**src/rtl/spi_codec_if.sv**
```systemverilog
// spi_codec_if: mode-0 SPI master running one full-duplex frame per sample tick
module spi_codec_if #(
  parameter int DATA_W   = 16,
  parameter int CLK_DIV  = 4,
  parameter int CS_SETUP = 2
) (
  input  logic              clk_i,
  input  logic              rst_n_i,
  input  logic              sample_tick_i,
  input  logic [DATA_W-1:0] dac_data_i,
  input  logic              clr_overrun_i,
  input  logic              miso_i,
  output logic              mosi_o,
  output logic              sclk_o,
  output logic              cs_n_o,
  output logic [DATA_W-1:0] adc_data_o,
  output logic              adc_valid_o,
  output logic              busy_o,
  output logic              overrun_o
);
  localparam int CMAX = CLK_DIV > CS_SETUP ? CLK_DIV : CS_SETUP;
  localparam int CW   = $clog2(CMAX + 1);
  localparam int BW   = $clog2(DATA_W);
  typedef enum logic [1:0] {IDLE, SETUP, SHIFT, HOLD} state_t;
  state_t            state_q, state_d;
  logic [CW-1:0]     cnt_q, cnt_d;
  logic [BW-1:0]     bit_q, bit_d;
  logic              hi_q, hi_d;
  logic [DATA_W-1:0] tx_q, tx_d, rx_q, rx_d, adc_q, adc_d;
  logic [1:0]        miso_q;
  logic              miso_s;
  logic              mosi_q, mosi_d, sclk_q, sclk_d, cs_n_q, cs_n_d, busy_q, busy_d;
  logic              valid_q, valid_d, ovr_q, ovr_d;
  assign miso_s      = miso_q[1];
  assign mosi_o      = mosi_q;
  assign sclk_o      = sclk_q;
  assign cs_n_o      = cs_n_q;
  assign adc_data_o  = adc_q;
  assign adc_valid_o = valid_q;
  assign busy_o      = busy_q;
  assign overrun_o   = ovr_q;
  // Frame sequencing; pin levels are derived from the next state so every output is a flop
  always_comb begin
    state_d = state_q;
    cnt_d   = cnt_q;
    bit_d   = bit_q;
    hi_d    = hi_q;
    tx_d    = tx_q;
    rx_d    = rx_q;
    adc_d   = adc_q;
    valid_d = 1'b0;
    ovr_d   = (sample_tick_i && state_q != IDLE) || (ovr_q && !clr_overrun_i);
    case (state_q)
      IDLE:
        if (sample_tick_i) begin
          state_d = SETUP;
          tx_d    = dac_data_i;
          cnt_d   = '0;
        end
      SETUP:
        if (cnt_q == CW'(CS_SETUP - 1)) begin
          state_d = SHIFT;
          cnt_d   = '0;
          hi_d    = 1'b0;
          bit_d   = '0;
        end else cnt_d = cnt_q + 1'b1;
      SHIFT:
        if (cnt_q != CW'(CLK_DIV - 1)) cnt_d = cnt_q + 1'b1;
        else begin
          cnt_d = '0;
          hi_d  = !hi_q;
          if (hi_q) begin
            rx_d = {rx_q[DATA_W-2:0], miso_s};
            tx_d = {tx_q[DATA_W-2:0], 1'b0};
            if (bit_q == BW'(DATA_W - 1)) state_d = HOLD;
            else bit_d = bit_q + 1'b1;
          end
        end
      HOLD:
        if (cnt_q == CW'(CS_SETUP - 1)) begin
          state_d = IDLE;
          adc_d   = rx_q;
          valid_d = 1'b1;
        end else cnt_d = cnt_q + 1'b1;
      default: state_d = IDLE;
    endcase
    cs_n_d = state_d == IDLE;
    busy_d = state_d != IDLE;
    sclk_d = state_d == SHIFT && hi_d;
    mosi_d = (state_d == SETUP || state_d == SHIFT) ? tx_d[DATA_W-1] : 1'b0;
  end
  // State, shift registers, miso synchronizer and registered outputs
  always_ff @(posedge clk_i) begin
    if (!rst_n_i) begin
      state_q <= IDLE;
      cnt_q   <= '0;
      bit_q   <= '0;
      hi_q    <= 1'b0;
      tx_q    <= '0;
      rx_q    <= '0;
      adc_q   <= '0;
      miso_q  <= '0;
      mosi_q  <= 1'b0;
      sclk_q  <= 1'b0;
      cs_n_q  <= 1'b1;
      busy_q  <= 1'b0;
      valid_q <= 1'b0;
      ovr_q   <= 1'b0;
    end else begin
      state_q <= state_d;
      cnt_q   <= cnt_d;
      bit_q   <= bit_d;
      hi_q    <= hi_d;
      tx_q    <= tx_d;
      rx_q    <= rx_d;
      adc_q   <= adc_d;
      miso_q  <= {miso_q[0], miso_i};
      mosi_q  <= mosi_d;
      sclk_q  <= sclk_d;
      cs_n_q  <= cs_n_d;
      busy_q  <= busy_d;
      valid_q <= valid_d;
      ovr_q   <= ovr_d;
    end
  end
endmodule

```
**config.mk**
```make
export PLATFORM = sky130hd
export DESIGN_NAME = spi_codec_if
export DESIGN_NICKNAME = d
export VERILOG_FILES = /design/src/rtl/spi_codec_if.sv
export SDC_FILE = /design/constraint.sdc
export NUM_CORES = 1
export LEC_CHECK = 0
export BUFFER_PORTS_ARGS = -buffer_cell sky130_fd_sc_hd__buf_2
export CAP_MARGIN = 30
export CORE_MARGIN = 5
export CORE_UTILIZATION = 47
export CTS_BUF_LIST = sky130_fd_sc_hd__clkbuf_4
export DETAILED_ROUTE_END_ITERATION = 6
export PLACE_DENSITY = 0.68
export REMOVE_ABC_BUFFERS = 1
export SLEW_MARGIN = 40
export SYNTH_ARGS = -nofsm -noshare
export SYNTH_HDL_FRONTEND = slang
export SYNTH_SLANG_ARGS = --single-unit
```
**constraint.sdc**
```tcl
create_clock -name clk_i -period 2.32 [get_ports clk_i]
set_clock_uncertainty 0.1 [all_clocks]
set_input_delay 0.232 -clock clk_i [delete_from_list [all_inputs] [get_ports clk_i]]
set_output_delay 0.232 -clock clk_i [all_outputs]
set_load 0.1 [all_outputs]
```
==> run metrics, run 1 <==
run status finished clean; combinational cell fraction of total power 0.249; floorplan core area 0.005991 mm^2; Tmin final between 2 and 2.5 ns; Worst Path Required 2.48 ns; most frequent cells after synthesis 73 x nand2_1, 66 x dfxtp_1, 35 x a21boi_0; floorplan die width 88.76 um; total power density per cell area 764.6 mW/mm^2; initial antenna violation count 0; clk sinks 66; GRT Total Usage 0.1548; initial core utilization 0.4866; switching part of the total 0.3143; Critical Path Sink Type flip-flop; worst-skew pair later-pin latency roughly 0.4 ns; count of port buffers added during placement 42; final hold violations 0; share of the yosys chip area belonging to registers 0.4532; Max Buffers Root-to-Sink 2; via count 2,371; placer congestion estimate between 0.8 and 0.9; number of H-tree levels 3; via/cell ratio 5.154; minimum hold slack about 0.026 ns; FFs w/ async S/R, synth 0; Final Max Slew Viols 0; TritonCTS clock tree yes; type of the most critical hold path primary input to flip-flop; Slew @ Worst Pin about 0.56 ns; detailed-route wire length per cell about 12 um; total number of nets in the final design 415; top flip-flop cell by instance count after synthesis dfxtp_1; average cell area after synthesis roughly 8.9 um^2; post-CTS setup-driven buffer insertion count 0; count of mapped cells out of synthesis about 330; share of Yosys cell area claimed by the top area cell type 0.4532; part of the power in registers 0.488; area of the die between 0.007 and 0.008 mm^2; wire length reported by the detailed router around 5.7 mm; Vert. Die Dim 88.76 um; post-route DRC violation count 0; dominant cells by area after synthesis dfxtp_1 45%, nand2_1 9.4%, a21boi_0 9.0%, ha_1 5.6%, a221oi_2 4.6%; final setup violation count 0; net switching power figure around 0.00083 W; RSZ-0062 raised after global routing false; Max Fclk 474.0 MHz; Max VDD drop 0.0004656 V; Antenna Nets Post-Route 0; Max Cap Violations 0; fraction of layout cells with a size suffix above 1 0.2000; biggest cell delay along the critical path 0.41 ns; cell with the biggest individual delay on the critical path dfxtp_1; cell family with most CP delay adder cells; hpwl dp 3.903 mm; most numerous cell in the Yosys netlist nand2_1; Detailed Route Iter0 Violations 71; clock-pin slew on the worst setup and hold paths 0.09 ns; worst setup path category flip-flop to flip-flop; number of global-route vias before repair 2,216; clock root cell clkbuf_4; wire length of the first global-routing pass between 9 and 10 mm; normalized max-slew margin 0.6270; number of placed I/O pins between 40 and 50; count of synthesis-stage warnings from yosys 0; clock network fraction of design power 0.263; number of synthesized register bits 66; ordered list of cells on the worst path inv_1 -> ha_1 -> nor2_1 -> o21ai_0 -> a211oi_2 -> ha_1 -> nand2_1 -> nor2_1; static leakage power about 1.4 nW; WP data arrival 2.27 ns; TritonCTS buffer count 9; largest fanout on the critical path 9; number of synthesized flops with an enable pin 0; Post-Synthesis Cell Area 0.002915 mm^2; buffer and inverter count on the worst path 1; design internal power approximately 0.0018 W; diode count 0; fin crit share 0.9094; placement row count 28; setup TNS 0 ns; cell type contributing the most total cell area after synthesis dfxtp_1; sort of element at the start of the critical path flip-flop; largest net degree at the start of global routing 30; synthesis-to-layout area growth 17.94%; Netlist cell types 43; GR Overflow Total 0; total iterations of the first detailed-routing run 4
## routing by layer
| layer | GRT usage | share of wire | wire length (um) | up-vias |
|---|---|---|---|---|
| li1 | - | - | - | 1236 |
| met1 | 0.1932 | 0.47 | 2664 | 1072 |
| met2 | 0.2537 | 0.47 | 2662 | 55 |
| met3 | 0.03538 | 0.053 | 301 | 8 |
| met4 | 0.07005 | 0.012 | 67 | 0 |
| met5 | 0 | 0 | 0 | - |
## layout by cell type, fill, tap and decap left out, types with 6 or more instances in the layout
cell and n:
buf_2 42, nand2_1 73, and2_1 8, dfxtp_1 66, nor2_1 20, nor2b_1 6
ha_1 13, a221oi_2 9, inv_1 9, a21boi_0 35, o21ai_0 20, dlygate4sd3_1 13
clkbuf_4 10, buf_4 9
## layout make-up
class                           instances  area (um^2)
Clock buffer                           10        75.07
Clock inverter                          5        46.29
Fill cell                             569         2552
Inverter                                9        33.78
Multi-Input combinational cell        231         1460
Sequential cell                        66         1321
Tap cell                               75        93.84
Timing Repair Buffer                   64        407.9
## metrics by stage
step           area, um^2  setup slack, ns  utilization  power, W  instances
2_1_floorplan        2810           0.1823            -  0.001761        306
6_report             3438           0.2101       0.5739  0.002629        460
3_5_place_dp         3182           0.1791       0.5311  0.001944        432
3_3_place_gp         3182           0.2778       0.5311  0.001930        432
4_1_cts              3433           0.1641       0.5731  0.002657        460
5_1_grt              3438          0.03541       0.5739  0.002803        460
## worst reg2reg max path, delay by kind of cell (launching register included)
kind / cells / cell delay (ns)
simple gates: 3 / 0.36
fa+ha+maj: 2 / 0.57
buf+inv: 1 / 0.09
flops: 1 / 0.41
compound gates: 2 / 0.48
## cell families after synthesis
kind of cell               Yosys count  share of synthesized area
DFF                                 66                     0.4532
adders and majority gates           13                    0.05580
and+or+nand+nor                    130                     0.2056
AOI/OAI and AO/OA                   87                     0.2343
buffers and inverters               29                    0.04763
muxes                                1                   0.003434
## power groups by stage
stage                     Clock, W  Sequential, W  Combinational (W)
after floorplan                  0        0.00139           0.000369
after global placement           0        0.00130           0.000625
after detailed placement         0        0.00131           0.000638
after CTS                 0.000719        0.00128           0.000656
after global routing      0.000772        0.00130           0.000735
final                     0.000693        0.00128           0.000654
## what timing repair did
| action | CTS | global route |
|---|---|---|
| setup endpoints to repair | 0 | 3 |
| hold buffers | 13 | 0 |
| hold endpoints to repair | 13 | 0 |
| gates resized for setup | 0 | 1 |
## registers in the layout (all words and copies together) (netlist names), 2 cells and up
signal,count
bit_q,4
miso_q,2
rx_q,16
tx_q,16
adc_data_o,16
state_q,2
cnt_q,3
## path summary, 6_finish.rpt
check	from	end	slack, ns	depth (start not counted)
worst max register to register	state_q[0]$_SDFF_PN0_	mosi_o$_SDFF_PN0_	0.21	8
worst min-delay path	dac_data_i[12]	tx_q[12]$_SDFFE_PN0P_	0.03	3
worst max-delay path	state_q[0]$_SDFF_PN0_	mosi_o$_SDFF_PN0_	0.21	8
worst min register to register	miso_q[0]$_SDFF_PN0_	miso_q[1]$_SDFF_PN0_	0.34	1
No activity file was read; power rests on OpenSTA's default activity.
==> inputs of run 2 (changes only) <==
- ABC_AREA: unset -> 1
==> run metrics, run 2 <==
GRT Total Usage 0.1692 (was 0.1548); clock-pin slew on the worst setup and hold paths 0.10 ns (was 0.09 ns); Antenna Nets Post-Route 0 (unchanged); commonest non-fill, non-tap cells in the layout 104 x nand2_1, 66 x dfxtp_1, 47 x nor2_1, 42 x buf_2, 41 x a21oi_1 (was 73 x nand2_1, 66 x dfxtp_1, 42 x buf_2, 35 x a21boi_0); via count 2,558 (was 2,371); synthesis-to-layout area growth 14.53% (was 17.94%); HP Start dac_data_i[15] (was dac_data_i[12]); flip-flop and latch area 0.001321 mm^2 (unchanged); design area 0.003363 mm^2 (was 0.003438 mm^2); Post-Synthesis Cell Area 0.002937 mm^2 (was 0.002915 mm^2); placement row count 28 (unchanged); Max Buffers Root-to-Sink 2 (unchanged); diode count 0 (unchanged); share of Yosys cell area claimed by the top area cell type 0.4499 (was 0.4532); Tmin final 1.990 ns (was 2.110 ns); sort of element at the start of the critical path flip-flop (unchanged); cell type contributing the most total cell area after synthesis dfxtp_1 (unchanged); Final Max Slew Viols 0 (unchanged); initial antenna violation count 0 (unchanged); number of global-route vias before repair 2,370 (was 2,216); TritonCTS buffer count 9 (unchanged); buffer and inverter count on the worst path 1 (unchanged); area of the die 0.007929 mm^2 (was 0.007877 mm^2); fraction of layout cells with a size suffix above 1 0.1567 (was 0.2000); ordered list of cells on the worst path ha_1 -> ha_1 -> nand2_1 -> buf_4 -> nand2_1 -> nand3b_4 -> nand2b_1 -> a21oi_1 (was inv_1 -> ha_1 -> nor2_1 -> o21ai_0 -> a211oi_2 -> ha_1 -> nand2_1 -> nor2_1); CTS-repair resized insts 0 (unchanged); Vert. Die Dim 89.05 um (was 88.76 um); floorplan core area 0.005991 mm^2 (unchanged); clock root cell clkbuf_4 (unchanged); Reg-to-Reg End tx_q[8]$_SDFFE_PN0P_ (was mosi_o$_SDFF_PN0_); most frequent cells after synthesis 104 x nand2_1, 66 x dfxtp_1, 47 x nor2_1 (was 73 x nand2_1, 66 x dfxtp_1, 35 x a21boi_0); Max Fclk 502.6 MHz (was 474.0 MHz); number of H-tree levels 3 (unchanged); total number of nets in the final design 485 (was 415); RSZ-0062 raised after global routing false (unchanged); count of synthesis-stage warnings from yosys 0 (unchanged); normalized max-slew margin 0.6664 (was 0.6270); average cell area after synthesis 7.269 um^2 (was 8.943 um^2); setup TNS 0 ns (unchanged); final setup violation count 0 (unchanged); floorplan die width 89.05 um (was 88.76 um); total power density per cell area 614.8 mW/mm^2 (was 764.6 mW/mm^2); Max Cap Violations 0 (unchanged); largest net degree at the start of global routing 32 (was 30); fin crit share 0.8577 (was 0.9094); cell with the biggest individual delay on the critical path dfxtp_1 (unchanged); share of the yosys chip area belonging to registers 0.4499 (was 0.4532); post-route DRC violation count 0 (unchanged); Worst Hold Depth 3 (unchanged); slack of the worst reg-to-reg path 0.33 ns (was 0.21 ns); via/cell ratio 4.845 (was 5.154); detailed-route wire length per cell 11.53 um (was 12.38 um); cell family with most CP delay simple AND/OR/NAND/NOR gates (was adder cells); Netlist cell types 25 (was 43); wire length reported by the detailed router 6.088 mm (was 5.696 mm); number of synthesized flops with an enable pin 0 (unchanged); count of port buffers added during placement 42 (unchanged); Max VDD drop 0.0004053 V (was 0.0004656 V); count of mapped cells out of synthesis 404 (was 326); static leakage power 1.436 nW (was 1.370 nW); Detailed Route Iter0 Violations 137 (was 71); top flip-flop cell by instance count after synthesis dfxtp_1 (unchanged); GR Overflow Total 0 (unchanged); clk sinks 66 (unchanged); final hold violations 0 (unchanged); hold buffers post-CTS 3 (was 13); layout filler cell count 586 (was 569); dominant cells by area after synthesis dfxtp_1 45%, nand2_1 13%, a21oi_1 7.0%, nor2_1 6.0%, ha_1 5.5% (was dfxtp_1 45%, nand2_1 9.4%, a21boi_0 9.0%, ha_1 5.6%, a221oi_2 4.6%); worst reg-to-reg path cell count 8 (unchanged); initial core utilization 0.4902 (was 0.4866); Post-Place Cell Area 0.003219 mm^2 (was 0.003182 mm^2); run status finished clean (unchanged); TritonCTS clock tree yes (unchanged); commonest non-fill, non-tap cell in the layout nand2_1 (unchanged); post-CTS setup-driven buffer insertion count 0 (unchanged); Hold Path End tx_q[15]$_SDFF_PN0_ (was tx_q[12]$_SDFFE_PN0P_); biggest cell delay along the critical path 0.39 ns (was 0.41 ns); worst setup path category flip-flop to flip-flop (unchanged); Critical Path Sink Type flip-flop (unchanged); Worst Path Required 2.55 ns (was 2.48 ns); largest fanout on the critical path 31 (was 9); total iterations of the first detailed-routing run 4 (unchanged); wire length of the first global-routing pass 10.49 mm (was 9.673 mm); hpwl dp 4.251 mm (was 3.903 mm); type of the most critical hold path primary input to flip-flop (unchanged); placer congestion estimate 0.8572 (was 0.8635); FF-to-FF Start cnt_q[0]$_SDFFE_PN0P_ (was state_q[0]$_SDFF_PN0_); WP data arrival 2.22 ns (was 2.27 ns); worst-skew pair later-pin latency 0.39 ns (about the same); Slew @ Worst Pin 0.4999 ns (was 0.5595 ns); most numerous cell in the Yosys netlist nand2_1 (unchanged); number of placed I/O pins 43 (unchanged); FFs w/ async S/R, synth 0 (unchanged); area of combinational cells with multiple inputs 0.001403 mm^2 (was 0.001460 mm^2); number of synthesized register bits 66 (unchanged)
[run 2: changes by cell type after synthesis, moves of 6 or more]
cell / change
nand2b_1: +11
and2_1: -7
nand3_1: +21
nor2b_1: -6
nor2_1: +27
a21oi_1: +37
nand2_1: +31
a21boi_0: -35
o21ai_0: +11
inv_1: +19
a221oi_2: -9
[run 2: final cells by class]
| type | instances | share of cell area |
|---|---|---|
| clock inverter | 4 | 0.01376 |
| tap | 75 | 0.02790 |
| timing repair buffer | 55 | 0.09375 |
| inverter | 31 | 0.03460 |
| multi-input combinational | 288 | 0.4170 |
| sequential | 66 | 0.3929 |
| clock buffer | 9 | 0.02009 |
[run 2: stage by stage]
step	std cells	setup slack [ns]	hold slack, ns	utilization	total power, W
after floorplan	385	0.2660	0.2255	-	0.001346
after global placement	512	0.3845	0.2958	0.5374	0.001406
after detailed placement	512	0.3352	0.3026	0.5374	0.001410
after CTS	528	0.3180	0.03673	0.5614	0.002094
after global routing	528	0.1340	0.07378	0.5614	0.002191
final	528	0.3302	0.06018	0.5614	0.002068
[run 2: worst max path at each step]
stage / start / endpoint / slack (ns) / cells after the start
floorplan: state_q[0]$_SDFF_PN0_ / cs_n_o$_SDFF_PN1_ / 0.27 / 9
global placement: state_q[0]$_SDFF_PN0_ / cs_n_o$_SDFF_PN1_ / 0.38 / 9
detailed placement: cnt_q[0]$_SDFFE_PN0P_ / tx_q[8]$_SDFFE_PN0P_ / 0.34 / 8
CTS: cnt_q[0]$_SDFFE_PN0P_ / tx_q[8]$_SDFFE_PN0P_ / 0.32 / 8
global route: cnt_q[0]$_SDFFE_PN0P_ / tx_q[9]$_SDFFE_PN0P_ / 0.13 / 8
finish: cnt_q[0]$_SDFFE_PN0P_ / tx_q[8]$_SDFFE_PN0P_ / 0.33 / 8
[run 2: where the power goes]
part | switching (W) | internal (W) | total (W)
registers | 0.0000120 | 0.00116 | 0.00117
clock network | 0.000375 | 0.000306 | 0.000681
logic | 0.000143 | 0.0000746 | 0.000218
total | 0.000530 | 0.00154 | 0.00207
[run 2: logic make-up after synthesis]
family,synth area share
flops,0.4499
buf+inv,0.07243
fa+ha+maj,0.05539
compound gates,0.1274
simple gates,0.2948
[run 2: per-layer routing]
layer  vias to the layer above  global-route usage  routed length, um
met1                      1122              0.2117               2910
met2                        53              0.2767               2719
met4                         0             0.07037                 74
met3                         6             0.04424                383
met5                         -                   0                  0
li1                       1377                   -                  -
[run 2: worst reg2reg max path: cells and delay by family, from the launching register on]
| kind | cells | cell delay, ns |
|---|---|---|
| and+or+nand+nor | 4 | 0.73 |
| DFF | 1 | 0.39 |
| buffers and inverters | 1 | 0.19 |
| adders and majority gates | 2 | 0.39 |
| AOI/OAI and AO/OA | 1 | 0.14 |
